File: config.mk
export PLATFORM = sky130hd
export DESIGN_NAME = dsp48a1_mac_sequencer
export DESIGN_NICKNAME = d
export VERILOG_FILES = /design/src/rtl/dsp48a1_seq_pkg.sv /design/src/rtl/dsp48a1_opmode_delay.sv /design/src/rtl/dsp48a1_mac_sequencer.sv
export SDC_FILE = /design/constraint.sdc
export NUM_CORES = 1
export LEC_CHECK = 0
export ABC_AREA = 1
export BUFFER_PORTS_ARGS = -buffer_cell sky130_fd_sc_hd__clkbuf_2
export CORE_ASPECT_RATIO = 1.2
export CORE_MARGIN = 8
export CORE_UTILIZATION = 30
export DETAILED_ROUTE_END_ITERATION = 10
export PLACE_DENSITY = 0.7
export SLEW_MARGIN = 10
export SYNTH_ARGS = -nofsm -noshare
export SYNTH_HDL_FRONTEND = slang
export SYNTH_SLANG_ARGS = --single-unit
File: constraint.sdc
create_clock -name clk -period 4 [get_ports clk]
set_input_delay 0.4 -clock clk [delete_from_list [all_inputs] [get_ports clk]]
set_output_delay 0.4 -clock clk [all_outputs]
set_load 0.005 [all_outputs]
File: src/rtl/dsp48a1_seq_pkg.sv
// dsp48a1_seq_pkg: sequencer states and DSP48A1 OPMODE field encodings
package dsp48a1_seq_pkg;
  typedef enum logic [1:0] {IDLE, ACCUM, DRAIN, DONE} state_e;
  localparam logic [1:0] X_ZERO = 2'b00;
  localparam logic [1:0] X_M = 2'b01;
  localparam logic [1:0] Z_ZERO = 2'b00;
  localparam logic [1:0] Z_P = 2'b10;
  localparam logic [1:0] Z_C = 2'b11;
  function automatic logic [7:0] opmode(input logic [1:0] z, input logic [1:0] x);
    return {4'b0000, z, x};
  endfunction
endpackage

File: src/rtl/dsp48a1_opmode_delay.sv
// dsp48a1_opmode_delay: DEPTH-stage register chain that lags OPMODE behind its operands
module dsp48a1_opmode_delay #(
  parameter int DEPTH = 1,
  parameter int W = 8
) (
  input  logic         clk,
  input  logic         rst,
  input  logic [W-1:0] d_i,
  output logic [W-1:0] q_o
);
  logic [W-1:0] pipe_q [DEPTH];
  always_ff @(posedge clk or posedge rst)
    if (rst) for (int i = 0; i < DEPTH; i++) pipe_q[i] <= '0;
    else begin
      pipe_q[0] <= d_i;
      for (int i = 1; i < DEPTH; i++) pipe_q[i] <= pipe_q[i-1];
    end
  assign q_o = pipe_q[DEPTH-1];
endmodule

File: src/rtl/dsp48a1_mac_sequencer.sv
// dsp48a1_mac_sequencer: drives one DSP48A1 slice as P = bias + sum(A[i]*B[i])
module dsp48a1_mac_sequencer
  import dsp48a1_seq_pkg::*;
#(
  parameter int CNT_W = 8,
  parameter int PIPE_LAT = 3,
  parameter int OPM_DELAY = 1
) (
  input  logic             clk,
  input  logic             rst,
  input  logic             start,
  input  logic [CNT_W-1:0] len,
  input  logic [47:0]      bias,
  input  logic             bias_en,
  input  logic             abort,
  output logic             busy,
  input  logic             in_valid,
  output logic             in_ready,
  input  logic [17:0]      in_a,
  input  logic [17:0]      in_b,
  output logic             res_valid,
  input  logic             res_ready,
  output logic [47:0]      res_data,
  output logic [17:0]      dsp_a,
  output logic [17:0]      dsp_b,
  output logic [17:0]      dsp_d,
  output logic [47:0]      dsp_c,
  output logic [7:0]       dsp_opmode,
  output logic             dsp_ce,
  output logic             dsp_rst,
  input  logic [47:0]      dsp_p
);
  localparam int DW = $clog2(PIPE_LAT + 1);
  state_e           state_q;
  logic [CNT_W-1:0] remaining_q;
  logic [47:0]      bias_q;
  logic             bias_en_q, first_pending_q, dsp_rst_q;
  logic [17:0]      dsp_a_q, dsp_b_q;
  logic [7:0]       slot_op_q;
  logic [DW-1:0]    drain_q;
  logic             accept, last_slot;
  logic [1:0]       z_sel;
  assign in_ready  = state_q == ACCUM && remaining_q != '0;
  assign accept    = in_valid && in_ready;
  // len=0 still issues one slot so P is loaded with bias (or cleared)
  assign last_slot = remaining_q == '0 || (accept && remaining_q == CNT_W'(1));
  assign z_sel     = first_pending_q ? (bias_en_q ? Z_C : Z_ZERO) : Z_P;
  assign busy      = state_q != IDLE;
  assign res_valid = state_q == DONE;
  assign res_data  = dsp_p;
  assign dsp_ce    = state_q == ACCUM || state_q == DRAIN;
  assign dsp_rst   = dsp_rst_q;
  assign dsp_a     = dsp_a_q;
  assign dsp_b     = dsp_b_q;
  assign dsp_c     = bias_q;
  assign dsp_d     = '0;
  always_ff @(posedge clk or posedge rst)
    if (rst) begin
      state_q         <= IDLE;
      remaining_q     <= '0;
      bias_q          <= '0;
      bias_en_q       <= 1'b0;
      first_pending_q <= 1'b0;
      dsp_rst_q       <= 1'b1;
      dsp_a_q         <= '0;
      dsp_b_q         <= '0;
      slot_op_q       <= '0;
      drain_q         <= '0;
    end else begin
      dsp_rst_q <= 1'b0;
      if (abort && state_q != IDLE) begin
        state_q         <= IDLE;
        dsp_rst_q       <= 1'b1;
        first_pending_q <= 1'b0;
        slot_op_q       <= '0;
        dsp_a_q         <= '0;
        dsp_b_q         <= '0;
      end else
        case (state_q)
          IDLE:
            if (start) begin
              state_q         <= ACCUM;
              remaining_q     <= len;
              bias_q          <= bias;
              bias_en_q       <= bias_en;
              first_pending_q <= 1'b1;
            end
          ACCUM: begin
            slot_op_q <= opmode(z_sel, accept ? X_M : X_ZERO);
            if (accept) begin
              dsp_a_q         <= in_a;
              dsp_b_q         <= in_b;
              remaining_q     <= remaining_q - CNT_W'(1);
              first_pending_q <= 1'b0;
            end
            if (last_slot) begin
              state_q <= DRAIN;
              drain_q <= DW'(PIPE_LAT - 1);
            end
          end
          DRAIN: begin
            slot_op_q <= opmode(Z_P, X_ZERO);
            drain_q   <= drain_q - DW'(1);
            if (drain_q == '0) state_q <= DONE;
          end
          DONE: if (res_ready) state_q <= IDLE;
          default: state_q <= IDLE;
        endcase
    end
  dsp48a1_opmode_delay #(.DEPTH(OPM_DELAY), .W(8)) u_opm_delay (
    .clk(clk),
    .rst(rst),
    .d_i(slot_op_q),
    .q_o(dsp_opmode)
  );
endmodule

Word-level counts from Yosys, hierarchy flattened
Cells that the tools add are included.
W data, S select, Z words.
{"block": "classes", "n_shift": 0, "n_mul": 0, "muxes": 26, "div": 0, "reduce_logical": 23, "n_eq_ne": 12, "magnitude_cmp": 0, "addsub": 2, "bitwise": 1}
{"op": "$mux W18", "count": 6}
{"op": "$pmux W8 S2", "count": 2}
{"op": "$mux W8", "count": 3}
{"op": "$mux W2", "count": 7}
{"op": "$reduce_bool A2 Y1", "count": 5}
{"op": "$reduce_and A3 Y1", "count": 3}
{"op": "$eq A8 B1 Y1 const B", "count": 1}
{"op": "$logic_not A8 Y1", "count": 1}
{"op": "$pmux W2 S4", "count": 1}
{"op": "$reduce_and A4 Y1", "count": 2}
{"op": "$reduce_bool A8 Y1", "count": 1}
{"op": "$sub A8 B1 Y8 const B", "count": 1}
{"op": "$ne A2 B2 Y1 const B", "count": 3}
{"op": "$ne A3 B1 Y1 const B", "count": 2}
{"op": "$ne A3 B2 Y1 const B", "count": 2}
{"op": "$reduce_bool A3 Y1", "count": 2}
{"op": "$mux W1", "count": 5}
{"op": "$eq A2 B2 Y1 const B", "count": 2}
{"op": "$logic_and A1 B1 Y1", "count": 4}
{"op": "$logic_not A2 Y1", "count": 2}
{"op": "$pmux W2 S2", "count": 1}
{"op": "$ne A3 B3 Y1 const B", "count": 1}
{"op": "$eq A2 B1 Y1 const B", "count": 1}
{"op": "$logic_or A1 B1 Y1", "count": 2}
{"op": "other kinds (4)", "count": 4}
{"block": "totals", "input_bits": 147, "ram_bits": 0, "word_cells": 75, "romBits": 0, "reg_bits": 115, "mem_count": 0, "out_inout_bits": 163, "latch_bits": 0}

Logic depth before layout (Yosys ltp)
Gate-level depths: netlist (run 1).
{"block": "depth", "depth_word": 8, "ltp_mapped": 10, "mapped_depth_nobuf": 9}

By module
From an unflattened synthesis (run 1), not the netlist that was laid out.
{"block": "hier_totals", "cells_unflattened": 481, "hier_area_um2": 5185.0}
{"module": "dsp48a1_mac_sequencer", "area_per_inst_um2": 4981.0, "instances": 1, "cells_per_inst": 472}
{"module": "dsp48a1_opmode_delay", "area_per_inst_um2": 203.9, "instances": 1, "cells_per_inst": 9}

Worst setup path before layout (run 1)
OpenSTA, ideal clock, no wires.
{"block": "synth_path", "path_type": "flip-flop to flip-flop", "startpoint": "reg state_q[1]", "endpoint": "reg remaining_q[3]", "n_path_buf": 3, "arrival_time_ns": 1.530, "setup_time_ns": 0.123, "slack_ns": 2.346, "path_stages_with_launch": 11, "period_less_slack_ns": 1.654, "path_cell_list": "dfrtp_1 inv_1 ha_1 buf_2 inv_4 buf_4 a21oi_2 nand3_2 buf_6 nand2_1 o21ai_2"}
{"block": "synth_via", "elab_chain_len": 5}
{"item": "from (decl)", "line": "dsp48a1_mac_sequencer.sv:34", "source": "state_e state_q;"}
{"item": "from (signal assigned)", "line": "dsp48a1_mac_sequencer.sv:59", "source": "state_q <= IDLE;"}
{"item": "from (signal assigned)", "line": "dsp48a1_mac_sequencer.sv:72", "source": "state_q <= IDLE;"}
{"item": "from (signal assigned)", "line": "dsp48a1_mac_sequencer.sv:82", "source": "state_q <= ACCUM;"}
{"item": "$eq A2 B1 Y1", "line": "dsp48a1_mac_sequencer.sv:43, dsp48a1_mac_sequencer.sv:79"}
{"item": "$logic_and A1 B1 Y1", "line": "dsp48a1_mac_sequencer.sv:43", "source": "assign in_ready = state_q == ACCUM && remaining_q != '0;"}
{"item": "$logic_and A1 B1 Y1", "line": "dsp48a1_mac_sequencer.sv:44", "source": "assign accept = in_valid && in_ready;"}
{"item": "$ne A2 B2 Y1 (no line)"}
{"item": "$reduce_and A4 Y1 (no line)"}
{"item": "to (signal assigned)", "line": "dsp48a1_mac_sequencer.sv:83", "source": "remaining_q <= len;"}
{"item": "to (signal assigned)", "line": "dsp48a1_mac_sequencer.sv:93", "source": "remaining_q <= remaining_q - CNT_W'(1);"}
{"item": "to (decl)", "line": "dsp48a1_mac_sequencer.sv:35", "source": "logic [CNT_W-1:0] remaining_q;"}
Several ways; a longest one is shown, not always the timed one.
A chain may end at the register's enable or synchronous reset.

Worst setup path after layout (run 1)
{"block": "layout_path", "startpoint": "reg state_q[0]", "endpoint": "reg dsp_a_q[10], in the netlist dsp_a[10]"}
{"block": "layout_via", "elab_chain_len": 5}
{"item": "$eq A2 B1 Y1", "line": "dsp48a1_mac_sequencer.sv:43, dsp48a1_mac_sequencer.sv:79"}
{"item": "$logic_and A1 B1 Y1", "line": "dsp48a1_mac_sequencer.sv:43"}
{"item": "$logic_and A1 B1 Y1", "line": "dsp48a1_mac_sequencer.sv:44"}
{"item": "$reduce_bool A2 Y1 (no line)"}
{"item": "$reduce_and A2 Y1 (no line)"}
{"item": "to (signal assigned)", "line": "dsp48a1_mac_sequencer.sv:91", "source": "dsp_a_q <= in_a;"}
{"item": "to (decl)", "line": "dsp48a1_mac_sequencer.sv:38", "source": "logic [17:0] dsp_a_q, dsp_b_q;"}
Several ways; a longest one is shown, not always the timed one.

==> summary.md, run 1 <==
| Metric | Value |
|---|---|
| Die ar. | 21,400 um2 |
| Fin Hold WS | 236 ps |
| Cell variety after synth | 37 |
| Global-route wire length before repair | 21.0 mm |
| Most area-consuming cells after synthesis | dfrtp_1, mux2_2, buf_4 |
| Die span in y | 159 um |
| R2R Path End | dsp_a[10] |
| Worst Max-Slew Pin Slew | 966 ps |
| Slew HR | 35.4% |
| Total track usage | 12.5% |
| Clock power frac | 19.8% |
| Worst Skew | 10.9 ps |
| # H-tree levels | 3 |
| Reg power frac | 39.6% |
| Total power | 4.72 mW |
| Synth-to-Final Area Change | 19.1% |
| Fin cells | 837 |
| Reg-to-reg slack, setup | 1720 ps |
| DR iter-0 viols | 241 |
| Worst Setup Start Kind | flip-flop |
| Post-route cell area | 6070 um2 |
| Largest stage delay on the critical path | 480 ps |
| DRT Pass-1 Iters | 4 |
| Commonest non-fill, non-tap cell in the layout | clkbuf_2 |
| Critical path class | flip-flop to flip-flop |
| Setup_tns | 0 ps |
| Top cell family by delay on the critical path | buffers and inverters |
| Synthesized cell area | 5090 um2 |
| CTS root buf | clkbuf_16 |
| Ratio of cells with drive above 1 in the final layout | 47.3% |
| NetSw | 1.75 mW |
| P_int | 2.96 mW |
| Worst path cell trace | inv_1 > ha_1 > inv_2 > nand2_2 > buf_4 > inv_2 > nor2_8 > nand2_1 > nand2_1 |
| Worst vdd ir | 297 uV |
| PD cells | 777 nW/um2 |
| Number of remaining DRC errors | 0 |
| Reg-to-Reg Start | state_q[0] |
| I/O Pins | 310 |
| Total number of yosys warnings | 0 |
| Sequential share of the synthesized area | 51.6% |
| Reg2Reg Depth | 9 |
| Cell count after synthesis | 480 |
| Crit path time final | 2280 ps |
| CP Data Required Time | 4290 ps |
| Clock sinks | 105 |
| Async SR Flop Fraction | 100% |
| Diode count | 0 |
| Layout Nets | 770 |
| Place WS | 1710 ps |
| DPL Wire Length | 9.86 mm |
| Status | finished, final reports clean |
| Hold Fails Final Rpt | 0 |
| Vias per Instance | 4.31 |
| Max Cap Viol | 0 |
| Routed len/inst | 15.7 um |
| Max Root-Sink Buffers | 2 |
| CTS Hold Bufs | 0 |
| Initial antenna violation count | 0 |
| #FFs+latches synth | 105 |
| CTS tree | done |
| Final Util | 36.3% |
| Clk_lat worst skew | 350 ps |
| GRT overflow | 0 |
| Post-synth top area share | 51.1% |
| Initial Util | 30.5% |
| Synth area leader | dfrtp_1 |
| # rows | 52 |
| Largest net degree at the start of global routing | 74 |
| Switching part of the total | 37.2% |
| Crit-path slowest cell | buf_4 |
| Critical path peak fanout | 46 |
| Worst Path Buf+Inv | 4 |
| Slew Limit Fails | 0 |
| Via Count | 3,609 |
| Number of global-route vias before repair | 3,916 |
| Post-route setup slack | 1720 ps |
| Max frequency | 438 MHz |
| # setup viols final | 0 |
| Core ar. | 16,700 um2 |
| Syn avg cell area | 10.6 um2 |
| Area post-placement | 5750 um2 |
| Die Width | 135 um |
| Top FF cell, synth | dfrtp_1 |
| Most frequent cells in the layout | clkbuf_2, nand2_1, dfrtp_1 |
| Unrepaired setup endpoints after global routing | no |
| Post-CTS setup buffer count | 0 |
| DP Cell Count | 821 |
| Combinational Power Share | 40.6% |
| RD Place Congestion | 0.833 |
| Hold crit path type | input port to asynchronous set/reset pin |
| Number of synthesized flops with an enable pin | 0 |
| Detailed Route WL | 13.1 mm |
| Critical Path Sink Type | flip-flop |
| Cts repair resizes | 0 |
| # port buffers | 190 |
| Register clock-pin slew on the reported worst setup and hold paths | 80 ps |
| Worst path arrival time | 2570 ps |
| Leakage power | 3.25 nW |
| Routed Antenna Nets | 0 |
| TritonCTS Buffers | 9 |
| Period utilisation layout | 57.1% |
==> sequential cells by signal (all words and copies together), names as in the netlist <==
| register | count |
|---|---|
| bias_en_q | 1 |
| slot_op_q | 3 |
| dsp_c | 48 |
| u_opm_delay.q_o | 3 |
| remaining_q | 8 |
| dsp_rst | 1 |
| drain_q | 2 |
| first_pending_q | 1 |
| state_q | 2 |
| dsp_a | 18 |
| dsp_b | 18 |
==> power groups by stage <==
stage	combinational (mW)	sequential (mW)	clock (mW)
3_3_place_gp	1.93	1.88	0
6_report	1.92	1.87	0.932
3_5_place_dp	1.97	1.89	0
5_1_grt	2.17	1.95	1.02
4_1_cts	1.97	1.87	0.976
2_1_floorplan	1.22	1.90	0
==> routing by layer <==
layer	global-route usage, %	share of wire [%]	routed length [um]
met1	13.3	37	4880
met2	21.4	50	6610
met3	3.88	8.6	1130
met4	6.63	3.9	508
met5	0	0	0
==> worst register-to-register path, delay by kind of cell, from the launching register on <==
| kind | cells | cell delay [ps] |
|---|---|---|
| simple gates | 4 | 750 |
| fa+ha+maj | 1 | 220 |
| buf+inv | 4 | 850 |
| flops | 1 | 410 |
==> synth_stat cells (6+ instances only) <==
| master | n |
|---|---|
| buf_2 | 10 |
| buf_4 | 72 |
| dfrtp_1 | 104 |
| ha_1 | 7 |
| inv_1 | 15 |
| mux2_2 | 49 |
| nand2_1 | 109 |
| nand3_1 | 41 |
| nand3_2 | 11 |
| nor2_1 | 9 |
| o21ai_0 | 10 |
| o21ai_2 | 6 |
==> logic make-up (layout without fill, tap and decap cells) <==
family          Yosys count  count (layout)  synth area share, %
compound gates           22              22                 2.85
xor+xnor                  2               2                0.344
fa+ha+maj                 7               7                 1.72
buf+inv                 108             227                 14.5
flops                   105             105                 51.6
mux                      50              50                 11.0
other cells               1              23               0.0736
simple gates            185             185                 17.8
==> area by class of cell <==
class                      instances  area, um2
inverter                          18       72.6
sequential                       105       2630
tap                              216        270
timing repair buffer             193        973
fill                            1678      10700
clock inverter                     7       88.8
clock buffer                       9        225
multi-input combinational        289       1810
==> how the worst max path moves through the flow <==
stage                     slack, ps  cells after the start         to  startpoint
final                          1720                      9  dsp_a[10]  state_q[0]
after global routing           1420                      9  dsp_b[13]  state_q[0]
after CTS                      1680                      9  dsp_a[16]  state_q[0]
after detailed placement       1710                      9  dsp_a[16]  state_q[1]
after global placement         1730                      9  dsp_b[14]  state_q[0]
after floorplan                 840                      1  bias_en_q         rst
Note: power is estimated with default switching activity, not from simulation.
==> inputs of run 2 (changes only) <==
--- a/config.mk
+++ b/config.mk
@@ -11,7 +11,7 @@
 export CORE_MARGIN = 8
 export CORE_UTILIZATION = 30
 export DETAILED_ROUTE_END_ITERATION = 10
-export PLACE_DENSITY = 0.7
+export PLACE_DENSITY = 0.72
 export SLEW_MARGIN = 10
 export SYNTH_ARGS = -nofsm -noshare
 export SYNTH_HDL_FRONTEND = slang
==> constraint.sdc (replaced) <==
create_clock -name clk -period 1.8 [get_ports clk]
set_input_delay 0.18 -clock clk [delete_from_list [all_inputs] [get_ports clk]]
set_output_delay 0.18 -clock clk [all_outputs]
set_load 0.005 [all_outputs]
==> run 2 against run 1 <==
  * Hold slack got worse by 220 ps
  * Clock-buffer cell count increased by 1
  * Via count increased by 2.4%
  * Highest routed layer unchanged
  * Largest cell class unchanged
  * Combinational power increased by 140%
  * Critical path depth decreased by 3
  * Clock power increased by 98%
  * Die area unchanged
  * Final cell count increased by 1.2%
  * Final area increased by 2.8%
==> summary.md, run 2 (synthesized netlist as in run 1, its figures left out) <==
| Metric | Value |
|---|---|
| Status | finished, final reports clean (unchanged) |
| Crit path time final | 1720 ps |
| Number of remaining DRC errors | 0 (unchanged) |
| Largest net degree at the start of global routing | 45 (was 74) |
| Global-route wire length before repair | 21.1 mm (was 21.0 mm) |
| GRT overflow | 0 (unchanged) |
| Worst vdd ir | 495 uV (was 297 uV) |
| Hold crit path type | input port to flip-flop (was input port to asynchronous set/reset pin) |
| FF+latch area | 2630 um2 (unchanged) |
| Hold Fails Final Rpt | 0 (unchanged) |
| TritonCTS Buffers | 9 (unchanged) |
| # rows | 52 (unchanged) |
| CP Data Required Time | 1620 ps (was 4290 ps) |
| RD Place Congestion | 0.872 (was 0.833) |
| Max frequency | 580 MHz |
| # port buffers | 190 (unchanged) |
| Max Cap Viol | 0 (unchanged) |
| Most frequent cells in the layout | clkbuf_2, nand2_1, dfrtp_1 (unchanged) |
| Commonest non-fill, non-tap cell in the layout | clkbuf_2 (unchanged) |
| Clk_lat worst skew | 350 ps (about the same) |
| # setup viols final | 0 (unchanged) |
| Clock sinks | 105 (unchanged) |
| Die span in y | 159 um (unchanged) |
| Die ar. | 21,400 um2 (unchanged) |
| Routed len/inst | 15.9 um (was 15.7 um) |
| Routed Antenna Nets | 0 (unchanged) |
| CTS root buf | clkbuf_16 (unchanged) |
| Unrepaired setup endpoints after global routing | yes (was no) |
| Reg power frac | 39.5% (was 39.6%) |
| P_int | 6.62 mW (was 2.96 mW) |
| Reg-to-reg slack, setup | 90 ps (was 1720 ps) |
| DRT Pass-1 Iters | 4 (unchanged) |
| Ratio of cells with drive above 1 in the final layout | 48.5% (was 47.3%) |
| Initial antenna violation count | 0 (unchanged) |
| Die Width | 135 um (unchanged) |
| I/O Pins | 310 (unchanged) |
| R2R Path End | remaining_q[2] (was dsp_a[10]) |
| Worst Skew | 8.99 ps (was 10.9 ps) |
| Synth-to-Final Area Change | 22.5% (was 19.1%) |
| # H-tree levels | 3 (unchanged) |
| Combinational Power Share | 43.1% (was 40.6%) |
| Slew Limit Fails | 0 (unchanged) |
| Setup_tns | 0 ps (unchanged) |
| Reg-to-Reg Start | state_q[0] (unchanged) |
| Worst Max-Slew Pin Slew | 527 ps (was 966 ps) |
| Core ar. | 16,700 um2 (unchanged) |
| Worst Setup Start Kind | flip-flop (unchanged) |
| Multi-input gate area | 1850 um2 (was 1810 um2) |
| Max Root-Sink Buffers | 2 (unchanged) |
| Leakage power | 3.30 nW (was 3.25 nW) |
| DR iter-0 viols | 140 (was 241) |
| Register clock-pin slew on the reported worst setup and hold paths | 70 ps (was 80 ps) |
| Diode count | 0 (unchanged) |
| NetSw | 4.00 mW (was 1.75 mW) |
| Period utilisation layout | 95.7% |
| Layout Nets | 781 (was 770) |
| Reg2Reg Depth | 8 (was 9) |
| Critical path class | flip-flop to output pin (was flip-flop to flip-flop) |
| Detailed Route WL | 13.5 mm (was 13.1 mm) |
| CP endpoint | in_ready (was dsp_a[10]) |
| Filler instances | 1,697 (was 1,678) |
| Number of global-route vias before repair | 4,070 (was 3,916) |
| Via Count | 3,695 (was 3,609) |
| Total track usage | 12.4% (was 12.5%) |
| Worst path arrival time | 1540 ps (was 2570 ps) |
| DPL Wire Length | 9.97 mm (was 9.86 mm) |
| Slew HR | 64.8% (was 35.4%) |
| Initial Util | 30.5% (unchanged) |
| Fin Hold WS | 20.1 ps (was 236 ps) |
| CTS tree | done (unchanged) |
| Vias per Instance | 4.36 (was 4.31) |
| Hold path start | in_b[3] |
| Number of flip-flops in the largest register | 48 (unchanged) |
| Critical path peak fanout | 4 (was 46) |
| Clock power frac | 17.4% (was 19.8%) |
| Critical Path Sink Type | output pin (was flip-flop) |
| PD cells | 1700 nW/um2 (was 777 nW/um2) |
| Crit path from | remaining_q[0] (was state_q[0]) |
| Switching part of the total | 37.7% (was 37.2%) |
[run 2: through the flow]
stage | instances | utilization [%] | power, mW | instance area (um2) | setup WS [ps]
5_1_grt | 847 | 37.3 | 11.5 | 6240 | -14.1
3_5_place_dp | 827 | 35.1 | 8.73 | 5860 | -7.49
2_1_floorplan | 502 | - | 6.94 | 5180 | 146
4_1_cts | 844 | 36.9 | 10.7 | 6160 | 0.417
3_3_place_gp | 827 | 35.1 | 8.59 | 5860 | 34.2
6_report | 847 | 37.3 | 10.6 | 6240 | 77.3
[run 2: per-layer routing]
layer  GRT usage (%)  part of all wire [%]
met4            7.64                   3.9
met2            22.3                    52
met1            12.6                    36
met5               0                     0
met3            3.03                   7.8
[run 2: final cells by class]
class                           count  share of cell area [%]
Multi-Input combinational cell    291                    29.6
Clock buffer                       10                    3.67
Timing Repair Buffer              202                    18.4
Tap cell                          216                    4.33
Clock inverter                      5                   0.682
Sequential cell                   105                    42.1
Inverter                           18                    1.18
[run 2: worst max-delay path, cell delays in order (launching register included)]
cell      delay (ps)
dfrtp_1          420
inv_2            100
ha_2             230
nand2_4           80
nor2_4           160
nor2_8            60
clkbuf_2         130
[run 2: worst min-delay path by stage]
| stage | to | depth (start not counted) |
|---|---|---|
| 3_5_place_dp | remaining_q[7] | 2 |
| 6_report | dsp_b[3] | 3 |
| 5_1_grt | dsp_a[1] | 3 |
| 4_1_cts | dsp_a[9] | 3 |
| 3_3_place_gp | remaining_q[7] | 2 |
| 2_1_floorplan | dsp_a[0] | 2 |
[run 2: timing repair]
item,4_1_cts,5_1_grt
pin swaps,0,3
endpoints found under the setup margin,27,47
hold buffers,1,0
buffers inserted,0,1
gates cloned,1,2
gates resized for setup,1,6
hold endpoints to repair,17,0
[run 2: power by group through the flow]
stage / Combinational [mW] / Clock (mW) / Sequential, mW
3_3_place_gp: 4.39 / 0 / 4.20
3_5_place_dp: 4.49 / 0 / 4.24
4_1_cts: 4.54 / 1.93 / 4.20
5_1_grt: 5.14 / 2.02 / 4.35
6_report: 4.58 / 1.85 / 4.19
2_1_floorplan: 2.72 / 0 / 4.22
==> inputs of run 3 (changes only) <==
--- a/config.mk
+++ b/config.mk
@@ -11,6 +11,7 @@
 export CORE_MARGIN = 8
 export CORE_UTILIZATION = 30
 export DETAILED_ROUTE_END_ITERATION = 10
+export GPL_TIMING_DRIVEN = 0
 export PLACE_DENSITY = 0.72
 export SLEW_MARGIN = 10
 export SYNTH_ARGS = -nofsm -noshare
==> constraint.sdc (replaced) <==
create_clock -name clk -period 1.5 [get_ports clk]
set_input_delay 0.15 -clock clk [delete_from_list [all_inputs] [get_ports clk]]
set_output_delay 0.15 -clock clk [all_outputs]
set_load 0.005 [all_outputs]
==> run 3 against run 2 <==
  * The flow now finishes with violations (setup timing)
  * Utilization grew 12 points
  * Final area is 32% higher
  * Highest routed layer unchanged
  * Worst setup slack worse by 180 ps
  * Critical path type is now flip-flop to flip-flop
  * Total power is 44% higher
==> summary.md, run 3 (synthesized netlist as in run 1, its figures left out) <==
| Metric | Value |
|---|---|
| Place WS | -385 ps (was -7.49 ps) |
| RD Place Congestion | 0.796 (was 0.872) |
| Die Width | 135 um (unchanged) |
| Synth-to-Final Area Change | 61.3% (was 22.5%) |
| Ratio of cells with drive above 1 in the final layout | 65.9% (was 48.5%) |
| Clk_lat worst skew | 340 ps (was 350 ps) |
| Highest routed layer | met4 (unchanged) |
| WL met1 | 5.87 mm (was 4.91 mm) |
| DRT Pass-1 Iters | 6 (was 4) |
| Routed len/inst | 16.3 um (was 15.9 um) |
| Register clock-pin slew on the reported worst setup and hold paths | 70 ps (about the same) |
| Max Root-Sink Buffers | 2 (unchanged) |
| Status | complete, but fails checks (was finished, final reports clean) |
| DPL Wire Length | 11.8 mm (was 9.97 mm) |
| Die span in y | 159 um (unchanged) |
| Slew Limit Fails | 0 (unchanged) |
| Crit path time final | 1600 ps |
| Worst vdd ir | 706 uV (was 495 uV) |
| Hold Fails Final Rpt | 0 (unchanged) |
| Number of flip-flops in the largest register | 48 (unchanged) |
| Crit-path slowest cell | dfrtp_2 (was dfrtp_1) |
| Vias per Instance | 4.40 (was 4.36) |
| Setup_tns | -4660 ps (was 0 ps) |
| Fin cells | 1,036 (was 847) |
| R2R Path End | dsp_c[47] (was remaining_q[2]) |
| Reg-to-Reg Start | state_q[0] (unchanged) |
| # H-tree levels | 3 (unchanged) |
| Total track usage | 14.3% (was 12.4%) |
| Met3 wire len | 1.26 mm (was 1.05 mm) |
| Fin Hold WS | 16.0 ps (was 20.1 ps) |
| Worst path arrival time | 1830 ps (was 1540 ps) |
| Reg-to-reg slack, setup | -100 ps (was 90 ps) |
| Global-route wire length before repair | 24.5 mm (was 21.1 mm) |
| Clock power frac | 15.8% (was 17.4%) |
| Worst Setup Start Kind | flip-flop (unchanged) |
| Clock sinks | 105 (unchanged) |
| Diode count | 0 (unchanged) |
| Reg power frac | 33.4% (was 39.5%) |
| Critical path class | flip-flop to flip-flop (was flip-flop to output pin) |
| Hold path start | in_a[15] (was in_b[3]) |
| Worst path cell trace | inv_2 > ha_4 > buf_6 > nand2_8 > buf_8 > clkbuf_16 > mux2_4 (was inv_2 > ha_2 > nand2_4 > nor2_4 > nor2_8 > clkbuf_2) |
| Period utilisation layout | 107% |
| Max Cap Viol | 0 (unchanged) |
| P_int | 9.68 mW (was 6.62 mW) |
| DR iter-0 viols | 183 (was 140) |
| Hold crit path type | input port to flip-flop (unchanged) |
| Worst Path Buf+Inv | 4 (was 2) |
| Hold Crit Endpoint | dsp_a[15] (was dsp_b[3]) |
| Metal2 WL | 9.10 mm (was 7.01 mm) |
| DP Cell Count | 959 (was 827) |
| Routed Antenna Nets | 0 (unchanged) |
| GRT overflow | 0 (unchanged) |
| Critical path peak fanout | 5 (was 4) |
| Number of global-route vias before repair | 4,902 (was 4,070) |
| Layout Nets | 969 (was 781) |
| Initial antenna violation count | 0 (unchanged) |
| Most frequent cells in the layout | clkbuf_2, dfrtp_1, buf_4 (was clkbuf_2, nand2_1, dfrtp_1) |
| # setup viols final | 65 (was 0) |
| PD cells | 1860 nW/um2 (was 1700 nW/um2) |
| CTS root buf | clkbuf_16 (unchanged) |
| Via Count | 4,559 (was 3,695) |
| Reg2Reg Depth | 7 (was 8) |
| Post-route setup slack | -102 ps (was 77.3 ps) |
| # port buffers | 238 (was 190) |
| Number of remaining DRC errors | 0 (unchanged) |
| I/O Pins | 310 (unchanged) |
| Top cell family by delay on the critical path | buffers and inverters (was flip-flops) |
| Initial Util | 30.5% (unchanged) |
| CTS tree | done (unchanged) |
| NetSw | 5.59 mW (was 4.00 mW) |
| Switching part of the total | 36.6% (was 37.7%) |
| Core ar. | 16,700 um2 (unchanged) |
| Commonest non-fill, non-tap cell in the layout | clkbuf_2 (unchanged) |
| Critical Path Sink Type | flip-flop (was output pin) |
| Leakage power | 4.42 nW (was 3.30 nW) |
| TritonCTS Buffers | 9 (unchanged) |
| Min-Delay Path Depth | 3 (unchanged) |
| Final Util | 49.1% (was 37.3%) |
| Combinational Power Share | 50.8% (was 43.1%) |
| Largest stage delay on the critical path | 440 ps (was 420 ps) |
| # rows | 52 (unchanged) |
| Failing checks | setup timing |
| CP Data Required Time | 1730 ps (was 1620 ps) |
| Detailed Route WL | 16.9 mm (was 13.5 mm) |
| Die ar. | 21,400 um2 (unchanged) |
| Unrepaired setup endpoints after global routing | yes (unchanged) |
| Worst Skew | 8.21 ps (was 8.99 ps) |
| Largest net degree at the start of global routing | 37 (was 45) |
| Max frequency | 624 MHz |
## run 3: routing by layer
metal / up-vias / track usage (%)
met5: - / 0
met3: 50 / 4.77
met1: 2169 / 13.8
met2: 200 / 26.1
met4: 0 / 7.33
li1: 2140 / -
## run 3: power by group through the flow
stage | clock [mW] | combinational (mW) | sequential, mW
2_1_floorplan | 0 | 3.41 | 5.07
3_3_place_gp | 0 | 5.70 | 4.99
3_5_place_dp | 0 | 5.82 | 5.06
4_1_cts | 2.50 | 6.83 | 5.02
5_1_grt | 2.57 | 8.40 | 5.28
6_report | 2.42 | 7.76 | 5.10
## run 3: layout make-up
| type | count | area (um2) |
|---|---|---|
| plain buffers | 89 | 766 |
| clock buffers | 12 | 246 |
| clock inverters | 4 | 52.6 |
| fillers | 1516 | 8500 |
| inverters | 18 | 83.8 |
| multi-input cells | 289 | 2180 |
| flip-flops and latches | 105 | 2640 |
| well taps | 216 | 270 |
| repair buffers | 303 | 1980 |
## run 3: through the flow
| step | total power, mW | instance area (um2) |
|---|---|---|
| finish | 15.3 | 8220 |
| global placement | 10.7 | 6700 |
| global route | 16.2 | 8220 |
| detailed placement | 10.9 | 6760 |
| floorplan | 8.47 | 5240 |
| CTS | 14.3 | 7730 |
## run 3: worst max path at each step
| stage | depth (start not counted) | startpoint | to |
|---|---|---|---|
| after detailed placement | 9 | state_q[0] | dsp_b[4] |
| after global routing | 10 | remaining_q[0] | dsp_b[10] |
| after floorplan | 10 | state_q[1] | remaining_q[3] |
| final | 7 | state_q[0] | dsp_c[47] |
| after CTS | 10 | state_q[1] | remaining_q[1] |
| after global placement | 2 | rst | dsp_a[6] |
## run 3: worst min-delay path, stage by stage
cell      delay (ps)
clkbuf_2          90
nand2_2           40
nand2_1           50
## run 3: timing repair
action                                  CTS  global route
pin swaps                                 9            34
endpoints found under the setup margin  103           103
cloned                                    4             6
gates resized for setup                  61            88
setup buffers                            16             9
hold buffers                             27             0
endpoints found under the hold margin    47             0
